File: src/rtl/fust_s_issue_wakeup_pkg.sv
// ============================================================================
// Module      : fust_s_issue_wakeup_pkg
// Description : Shared types for the scalar FU status table and issue port.
// Revision    : 1.0
// ============================================================================
`default_nettype none

package fust_s_issue_wakeup_pkg;

    localparam int NUM_FU = 3;
    localparam int REG_W  = 5;
    localparam int FU_S_W = 2;
    localparam int PTR_W  = (NUM_FU > 1) ? $clog2(NUM_FU) : 1;

    typedef logic [REG_W-1:0]  regbits_t;
    typedef logic [FU_S_W-1:0] fu_sbits_t;

    localparam fu_sbits_t T_NONE = 2'b11;

    typedef enum logic [FU_S_W-1:0] {
        FU_S_ALU    = 2'd0,
        FU_S_LD_ST  = 2'd1,
        FU_S_BRANCH = 2'd2
    } fu_scalar_t;

    typedef struct packed {
        logic      busy;
        logic      issued;
        regbits_t  r;
        regbits_t  r1;
        regbits_t  r2;
        fu_sbits_t t1;
        fu_sbits_t t2;
    } fust_s_row_t;

    typedef fust_s_row_t fust_s_t [NUM_FU];

    typedef struct packed {
        fu_sbits_t fu;
        regbits_t  rd;
        regbits_t  rs1;
        regbits_t  rs2;
    } iss_pkt_t;

    localparam fust_s_row_t ROW_RESET = '{
        busy: 1'b0, issued: 1'b0, r: '0, r1: '0, r2: '0, t1: T_NONE, t2: T_NONE
    };

    // A tag naming the completing FU is already satisfied.
    function automatic fu_sbits_t wake_tag(input fu_sbits_t t, input logic wb_hit,
                                           input fu_sbits_t wb_fu);
        return (wb_hit && (t == wb_fu)) ? T_NONE : t;
    endfunction

endpackage

`default_nettype wire

File: src/rtl/fust_s_issue_wakeup_rr_arbiter.sv
// ============================================================================
// Module      : fust_rr_arbiter
// Description : Rotating-priority picker; first request at or after i_ptr wins.
// Revision    : 1.0
// ============================================================================
`default_nettype none

module fust_rr_arbiter #(
    parameter int N     = 3,
    parameter int PTR_W = (N > 1) ? $clog2(N) : 1
) (
    input  logic [N-1:0]     i_req,
    input  logic [PTR_W-1:0] i_ptr,
    output logic [PTR_W-1:0] o_grant,
    output logic             o_gnt_valid
);

    logic [PTR_W:0] w_idx;

    // Walk offsets from farthest to nearest so the nearest request is written last.
    always_comb begin
        o_grant     = '0;
        o_gnt_valid = 1'b0;
        w_idx       = '0;
        for (int k = N - 1; k >= 0; k--) begin
            w_idx = {1'b0, i_ptr} + (PTR_W + 1)'(k);
            if (w_idx >= (PTR_W + 1)'(N)) begin
                w_idx = w_idx - (PTR_W + 1)'(N);
            end
            if (i_req[w_idx[PTR_W-1:0]]) begin
                o_grant     = w_idx[PTR_W-1:0];
                o_gnt_valid = 1'b1;
            end
        end
    end

endmodule

`default_nettype wire

File: src/rtl/fust_s_issue_wakeup.sv
// ============================================================================
// Module      : fust_s_issue_wakeup
// Description : Scalar FU status table: issue selection and writeback wakeup.
// Revision    : 1.0
// ============================================================================
`default_nettype none

module fust_s_issue_wakeup
    import fust_s_issue_wakeup_pkg::*;
(
    input  logic              CLK,
    input  logic              nRST,
    input  logic              disp_valid,
    input  logic [FU_S_W-1:0] disp_fu,
    input  logic [REG_W-1:0]  disp_rd,
    input  logic [REG_W-1:0]  disp_rs1,
    input  logic [REG_W-1:0]  disp_rs2,
    input  logic [FU_S_W-1:0] disp_t1,
    input  logic [FU_S_W-1:0] disp_t2,
    output logic [NUM_FU-1:0] disp_ready,
    output logic              iss_valid,
    input  logic              iss_ready,
    output logic [FU_S_W-1:0] iss_fu,
    output logic [REG_W-1:0]  iss_rd,
    output logic [REG_W-1:0]  iss_rs1,
    output logic [REG_W-1:0]  iss_rs2,
    input  logic              wb_valid,
    input  logic [FU_S_W-1:0] wb_fu,
    output logic [NUM_FU-1:0] busy_o,
    output logic              err
);

    fust_s_t          r_tbl;
    logic [PTR_W-1:0] r_ptr;
    logic             r_iss_valid;
    iss_pkt_t         r_pkt;
    logic             r_err;

    logic [NUM_FU-1:0] w_busy;
    logic [NUM_FU-1:0] w_issued;
    logic [NUM_FU-1:0] w_rdy;
    logic [NUM_FU-1:0] w_disp_sel;
    logic [NUM_FU-1:0] w_wb_sel;
    logic              w_disp_ok;
    logic              w_wb_ok;
    logic              w_disp_err;
    logic              w_wb_err;
    logic              w_load;
    logic              w_take;
    logic              w_gnt_valid;
    logic [PTR_W-1:0]  w_grant;

    generate
        for (genvar gi = 0; gi < NUM_FU; gi++) begin : g_row
            assign w_busy[gi]     = r_tbl[gi].busy;
            assign w_issued[gi]   = r_tbl[gi].issued;
            assign w_rdy[gi]      = r_tbl[gi].busy && !r_tbl[gi].issued &&
                                    (r_tbl[gi].t1 == T_NONE) && (r_tbl[gi].t2 == T_NONE);
            assign w_disp_sel[gi] = (disp_fu == FU_S_W'(gi));
            assign w_wb_sel[gi]   = (wb_fu == FU_S_W'(gi));
        end
    endgenerate

    // Out-of-range FU indices select no row, so they fall into the error paths.
    assign w_disp_ok  = disp_valid && |(w_disp_sel & ~w_busy);
    assign w_wb_ok    = wb_valid && |(w_wb_sel & w_busy & w_issued);
    assign w_disp_err = disp_valid && !w_disp_ok && !(wb_valid && (wb_fu == disp_fu));
    assign w_wb_err   = wb_valid && !w_wb_ok;
    assign w_load     = !r_iss_valid || iss_ready;
    assign w_take     = w_load && w_gnt_valid;

    fust_rr_arbiter #(
        .N     (NUM_FU),
        .PTR_W (PTR_W)
    ) u_arb (
        .i_req       (w_rdy),
        .i_ptr       (r_ptr),
        .o_grant     (w_grant),
        .o_gnt_valid (w_gnt_valid)
    );

    always_ff @(posedge CLK) begin
        if (!nRST) begin
            for (int i = 0; i < NUM_FU; i++) begin
                r_tbl[i] <= ROW_RESET;
            end
        end else begin
            for (int i = 0; i < NUM_FU; i++) begin
                if (w_disp_ok && w_disp_sel[i]) begin
                    r_tbl[i].busy   <= 1'b1;
                    r_tbl[i].issued <= 1'b0;
                    r_tbl[i].r      <= disp_rd;
                    r_tbl[i].r1     <= disp_rs1;
                    r_tbl[i].r2     <= disp_rs2;
                    r_tbl[i].t1     <= wake_tag(disp_t1, w_wb_ok, wb_fu);
                    r_tbl[i].t2     <= wake_tag(disp_t2, w_wb_ok, wb_fu);
                end else if (w_wb_ok && w_wb_sel[i]) begin
                    r_tbl[i].busy   <= 1'b0;
                    r_tbl[i].issued <= 1'b0;
                end else begin
                    if (w_take && (w_grant == PTR_W'(i))) begin
                        r_tbl[i].issued <= 1'b1;
                    end
                    if (w_wb_ok && r_tbl[i].busy) begin
                        r_tbl[i].t1 <= wake_tag(r_tbl[i].t1, 1'b1, wb_fu);
                        r_tbl[i].t2 <= wake_tag(r_tbl[i].t2, 1'b1, wb_fu);
                    end
                end
            end
        end
    end

    // Issue register: refills whenever it is empty or its packet is consumed.
    always_ff @(posedge CLK) begin
        if (!nRST) begin
            r_iss_valid <= 1'b0;
            r_pkt       <= '0;
            r_ptr       <= '0;
        end else if (w_load) begin
            r_iss_valid <= w_gnt_valid;
            if (w_gnt_valid) begin
                r_pkt.fu  <= FU_S_W'(w_grant);
                r_pkt.rd  <= r_tbl[w_grant].r;
                r_pkt.rs1 <= r_tbl[w_grant].r1;
                r_pkt.rs2 <= r_tbl[w_grant].r2;
                r_ptr     <= (w_grant == PTR_W'(NUM_FU - 1)) ? '0 : w_grant + 1'b1;
            end
        end
    end

    always_ff @(posedge CLK) begin
        if (!nRST) begin
            r_err <= 1'b0;
        end else if (w_disp_err || w_wb_err) begin
            r_err <= 1'b1;
        end
    end

    assign disp_ready = ~w_busy;
    assign busy_o     = w_busy;
    assign iss_valid  = r_iss_valid;
    assign iss_fu     = r_pkt.fu;
    assign iss_rd     = r_pkt.rd;
    assign iss_rs1    = r_pkt.rs1;
    assign iss_rs2    = r_pkt.rs2;
    assign err        = r_err;

endmodule

`default_nettype wire
File: config.mk
export PLATFORM = sky130hd
export DESIGN_NAME = fust_s_issue_wakeup
export DESIGN_NICKNAME = d
export VERILOG_FILES = /design/src/rtl/fust_s_issue_wakeup_pkg.sv /design/src/rtl/fust_s_issue_wakeup_rr_arbiter.sv /design/src/rtl/fust_s_issue_wakeup.sv
export SDC_FILE = /design/constraint.sdc
export NUM_CORES = 1
export LEC_CHECK = 0
export BUFFER_PORTS_ARGS = -buffer_cell sky130_fd_sc_hd__buf_2
export CORE_MARGIN = 4
export CORE_UTILIZATION = 62
export CTS_BUF_LIST = sky130_fd_sc_hd__clkbuf_16
export DETAILED_ROUTE_END_ITERATION = 16
export HOLD_SLACK_MARGIN = 0.08
export PLACE_DENSITY = 0.83
export SLEW_MARGIN = 20
export SYNTH_ARGS = -nofsm -noshare
export SYNTH_HDL_FRONTEND = slang
export SYNTH_SLANG_ARGS = --single-unit
File: constraint.sdc
create_clock -name CLK -period 6.7 [get_ports CLK]
set_clock_uncertainty 0.2 [all_clocks]
set_input_delay 0.335 -clock CLK [delete_from_list [all_inputs] [get_ports CLK]]
set_output_delay 0.335 -clock CLK [all_outputs]
set_load 0.01 [all_outputs]
==> metrics.sh <==
CTSROOTBUFFERMASTER='sky130_fd_sc_hd__clkbuf_16'
IO_PINS=53
SYNTH.AVG_CELL_AREA_UM2=11.5
PLACEMENTROWS=28
HOLD_PATH.CLASS='primary input to register'
TRITONCTS_NUM_SINKS=84
UNREPAIRED_SETUP_ENDPOINTS_AFTER_GLOBAL_ROUTING='no'
MIN_PERIOD_OVER_PERIOD_PCT=50.5
SW_FRAC_OF_TOTAL_PCT=27.0
FLOORPLAN.INITIALDENSITY_PCT=65.0
SYNTH_FP_NETS=369
VIA_COUNT_OF_THE_FIRST_GLOBAL_ROUTING_PASS=2906
POWER.SHARE.CLOCK_PCT=33.8
LAYOUT.CELLS.MOST_COMMON='sky130_fd_sc_hd__edfxtp_1'
ROUTED-VIA-COUNT=2881
WORST-SETUP-PATH-TYPE='register to register'
POSTSYNTHREGISTERBITS=84
POWER.STATIC_LEAKAGE_nW=1.72
POST_CTS.RESIZED_INSTANCES=0
TIMING.SETUP.TNS_NS=0
NETS=410
WORST_SETUP_PATH_END_KIND='register'
YOSYSWARNINGS=0
CRITICAL_PATH_FANOUT_MAX=27
FINAL.SETUP.WORST_SLACK_NS=3.31
DRV_SLEW=0
POWER_DENSITY_nW_PER_UM2=313
GLOBAL_ROUTE.OVERFLOW_TOTAL=0
FINALWEIGHTEDCONGESTION=0.898
DRT_WL_TOTAL_UM=8500
MAX_CAP_VIOL_COUNT=0
R2R_CELLS=7
H-TREE-DEPTH=3
CTS_MADE_BUFFERS=9
DESIGN.CORE.AREA_UM2=6030
SETUP_VIOL=0
ANT_NETS=0
CLK_TRANSITION_REPORTED_PATHS_NS=0.06
GRT_MAX_DEGREE=35
R2R_SLACK_NS=3.31
START_KIND='register'
SLEW-LIMIT-HEADROOM_PCT=49.8
TIMING.FINAL.CRIT_PERIOD_NS=3.39
SWITCHING_POWER_mW=0.376
CRITPATHREQUIREDTIME_NS=6.57
GRTUSAGETOTAL_PCT=23.2
MOST-COMMON-LAYOUT-CELLS='sky130_fd_sc_hd__edfxtp_1, sky130_fd_sc_hd__buf_2, sky130_fd_sc_hd__nand2_1'
DIE_H_UM=87.5
POWER_REPORT.INTERNAL_TOTAL_mW=1.02
PORT_BUFFERS=52
SYNTH_CELL_TYPES=52
DIE_AREA_UM2=7650
WORST_CASE_CLOCK_BUFFER_DEPTH=2
POST_ROUTE_CELLS_DRIVE_ABOVE_1_SHARE_PCT=21.3
AREA.GROWTH.SYNTH_TO_FINAL_PCT=13.5
UTILIZATION_PCT=73.7
CRITICAL_PATH_ARRIVAL_NS=3.26
CRITICAL_PATH_LAUNCH_POINT='r_tbl[1][20]'
ANTENNA_DIODE_COUNT=0
DRT_FIRST_ITER_VIOLATIONS=202
DP_SLACK_NS=3.36
DETAILED_ROUTE_WIRE_LENGTH_PER_CELL_UM=18.5
WORST_SLEW_PIN_SLEW_NS=0.751
GRT_PASS1_WL_UM=13500
ANTENNA_FOUND_INITIAL=0
TIMING.RR.START='r_tbl[1][20]'
YOSYSSEQAREASHARE_PCT=58.8
DIE_WIDTH_UM=87.5
R2R-END='r_tbl[1][5]'
STATUS='completed'
SYN_INST=339
COMBINATIONALPOWERSHARE_PCT=18.6
POSTCTSSETUPREPAIRBUFS=0
DP.FINAL_HPWL_UM=5480
FINALHOLDVIOLCOUNT=0
CLOCK_INSERTION_DELAY_WORST_SKEW_NS=0.33
VIA_PER_INST=6.26
FIN_WORST_HOLD_SLACK_NS=0.0996
MAX_FREQ_GHz=0.295
SYN-CELL-AREA_UM2=3910
CTS_TREE='built'
NFILLCELLS=422
ROUTE.DETAILED.DRC=0
SEQUENTIALPOWERSHARE_PCT=47.6
FIRST_PASS_ITERS=7
CRITICAL_PATH.ENDPOINT='r_tbl[1][5]'
VDD_IR_DROP_MAX_uV=316
CTS_HOLD_BUFFERS=0
-- power by group through the flow --
stage | Sequential, mW | Clock, mW | Combinational [mW]
2_1_floorplan | 0.676 | 0 | 0.171
3_3_place_gp | 0.669 | 0 | 0.249
3_5_place_dp | 0.671 | 0 | 0.255
4_1_cts | 0.662 | 0.473 | 0.258
5_1_grt | 0.667 | 0.497 | 0.287
6_report | 0.663 | 0.471 | 0.259
-- flip-flops by register name, summed over array words and instances (netlist names) --
name / count
iss_rs2: 5
iss_valid: 1
r_tbl: 63
iss_rs1: 5
r_ptr: 2
iss_rd: 5
err: 1
iss_fu: 2
-- routing by layer --
layer / vias to the layer above / global-route usage, % / wire length (um)
li1: 1342 / - / -
met1: 1421 / 28.5 / 3530
met2: 102 / 39.7 / 4310
met3: 16 / 6.15 / 507
met4: 0 / 7.81 / 155
met5: - / 0 / 0
-- stage by stage --
stage                     instance area, um2  instances  power [mW]
after floorplan                         3910        339       0.847
after global placement                  4150        444       0.918
after detailed placement                4150        444       0.927
after CTS                               4440        460        1.39
after global routing                    4440        460        1.45
final                                   4440        460        1.39
-- worst max-delay path, stage by stage (launching register included) --
cell and delay (ns):
sky130_fd_sc_hd__edfxtp_1 0.50, sky130_fd_sc_hd__nand2b_1 0.22, sky130_fd_sc_hd__o21a_1 0.27, sky130_fd_sc_hd__inv_1 0.57, sky130_fd_sc_hd__a21oi_1 0.17, sky130_fd_sc_hd__and3_4 0.24, sky130_fd_sc_hd__or4_4 0.71, sky130_fd_sc_hd__and2_1 0.25
-- how the worst min path moves through the flow --
stage | depth (start not counted) | from | slack, ns | endpoint
finish | 2 | disp_rd[2] | 0.1 | r_tbl[2][16]
global route | 2 | disp_rs2[2] | 0.09 | r_tbl[2][6]
CTS | 2 | disp_rd[0] | 0.1 | r_tbl[2][14]
detailed placement | 2 | iss_fu[0] | 0.25 | iss_fu[0]
global placement | 1 | err | 0.24 | err
floorplan | 2 | r_ptr[1] | 0.26 | r_ptr[1]
-- cell families after synthesis --
family	Yosys count	share of synthesized area, %
XOR/XNOR	18	4.03
AO/OA/AOI/OAI	93	16.1
flip-flops	84	58.8
AND/OR/NAND/NOR	107	15.8
buffers and inverters	33	4.06
adder cells (fa/ha/maj)	4	1.18
-- synth_stat cells, drive strengths merged --
master	number	share of area (%)
buf	8	1.7
inv	10	0.96
xnor2	4	0.90
a211o	1	0.22
o211ai	4	0.77
and4b	2	0.51
o21a	6	1.2
o32ai	1	0.22
o31ai	6	1.2
o2111ai	2	0.45
xor2	14	3.1
o211a	1	0.45
nand4	3	0.64
a31oi	2	0.32
o311ai	2	0.45
nand2	35	3.4
a22oi	1	0.19
and3	2	0.45
nor2	3	0.29
nand4b	1	0.22
clkbuf	15	1.4
a21boi	4	0.77
nand2b	3	0.48
a21oi	23	2.9
o2111a	1	0.29
nor4	2	0.32
o21ai	21	2.7
nor2b	5	0.80
or4	3	0.77
ha	2	0.64
o31a	1	0.22
a211oi	1	0.19
nor3	1	0.13
nand3	12	1.7
a221oi	15	3.4
maj3	2	0.54
a32o	1	0.26
nand3b	1	0.19
edfxtp	62	48
nor3b	2	0.38
dfxtp	22	11
and2	32	5.6
-- area by class of cell --
| class | instances | area [um2] | area share [%] |
|---|---|---|---|
| Timing Repair Buffer | 53 | 268 | 6.03 |
| Tap cell | 75 | 93.8 | 2.11 |
| Sequential cell | 84 | 2300 | 51.8 |
| Inverter | 10 | 37.5 | 0.845 |
| Multi-Input combinational cell | 222 | 1460 | 32.8 |
| Clock inverter | 7 | 61.3 | 1.38 |
| Clock buffer | 9 | 225 | 5.07 |
(Power assumes the default switching activity.)
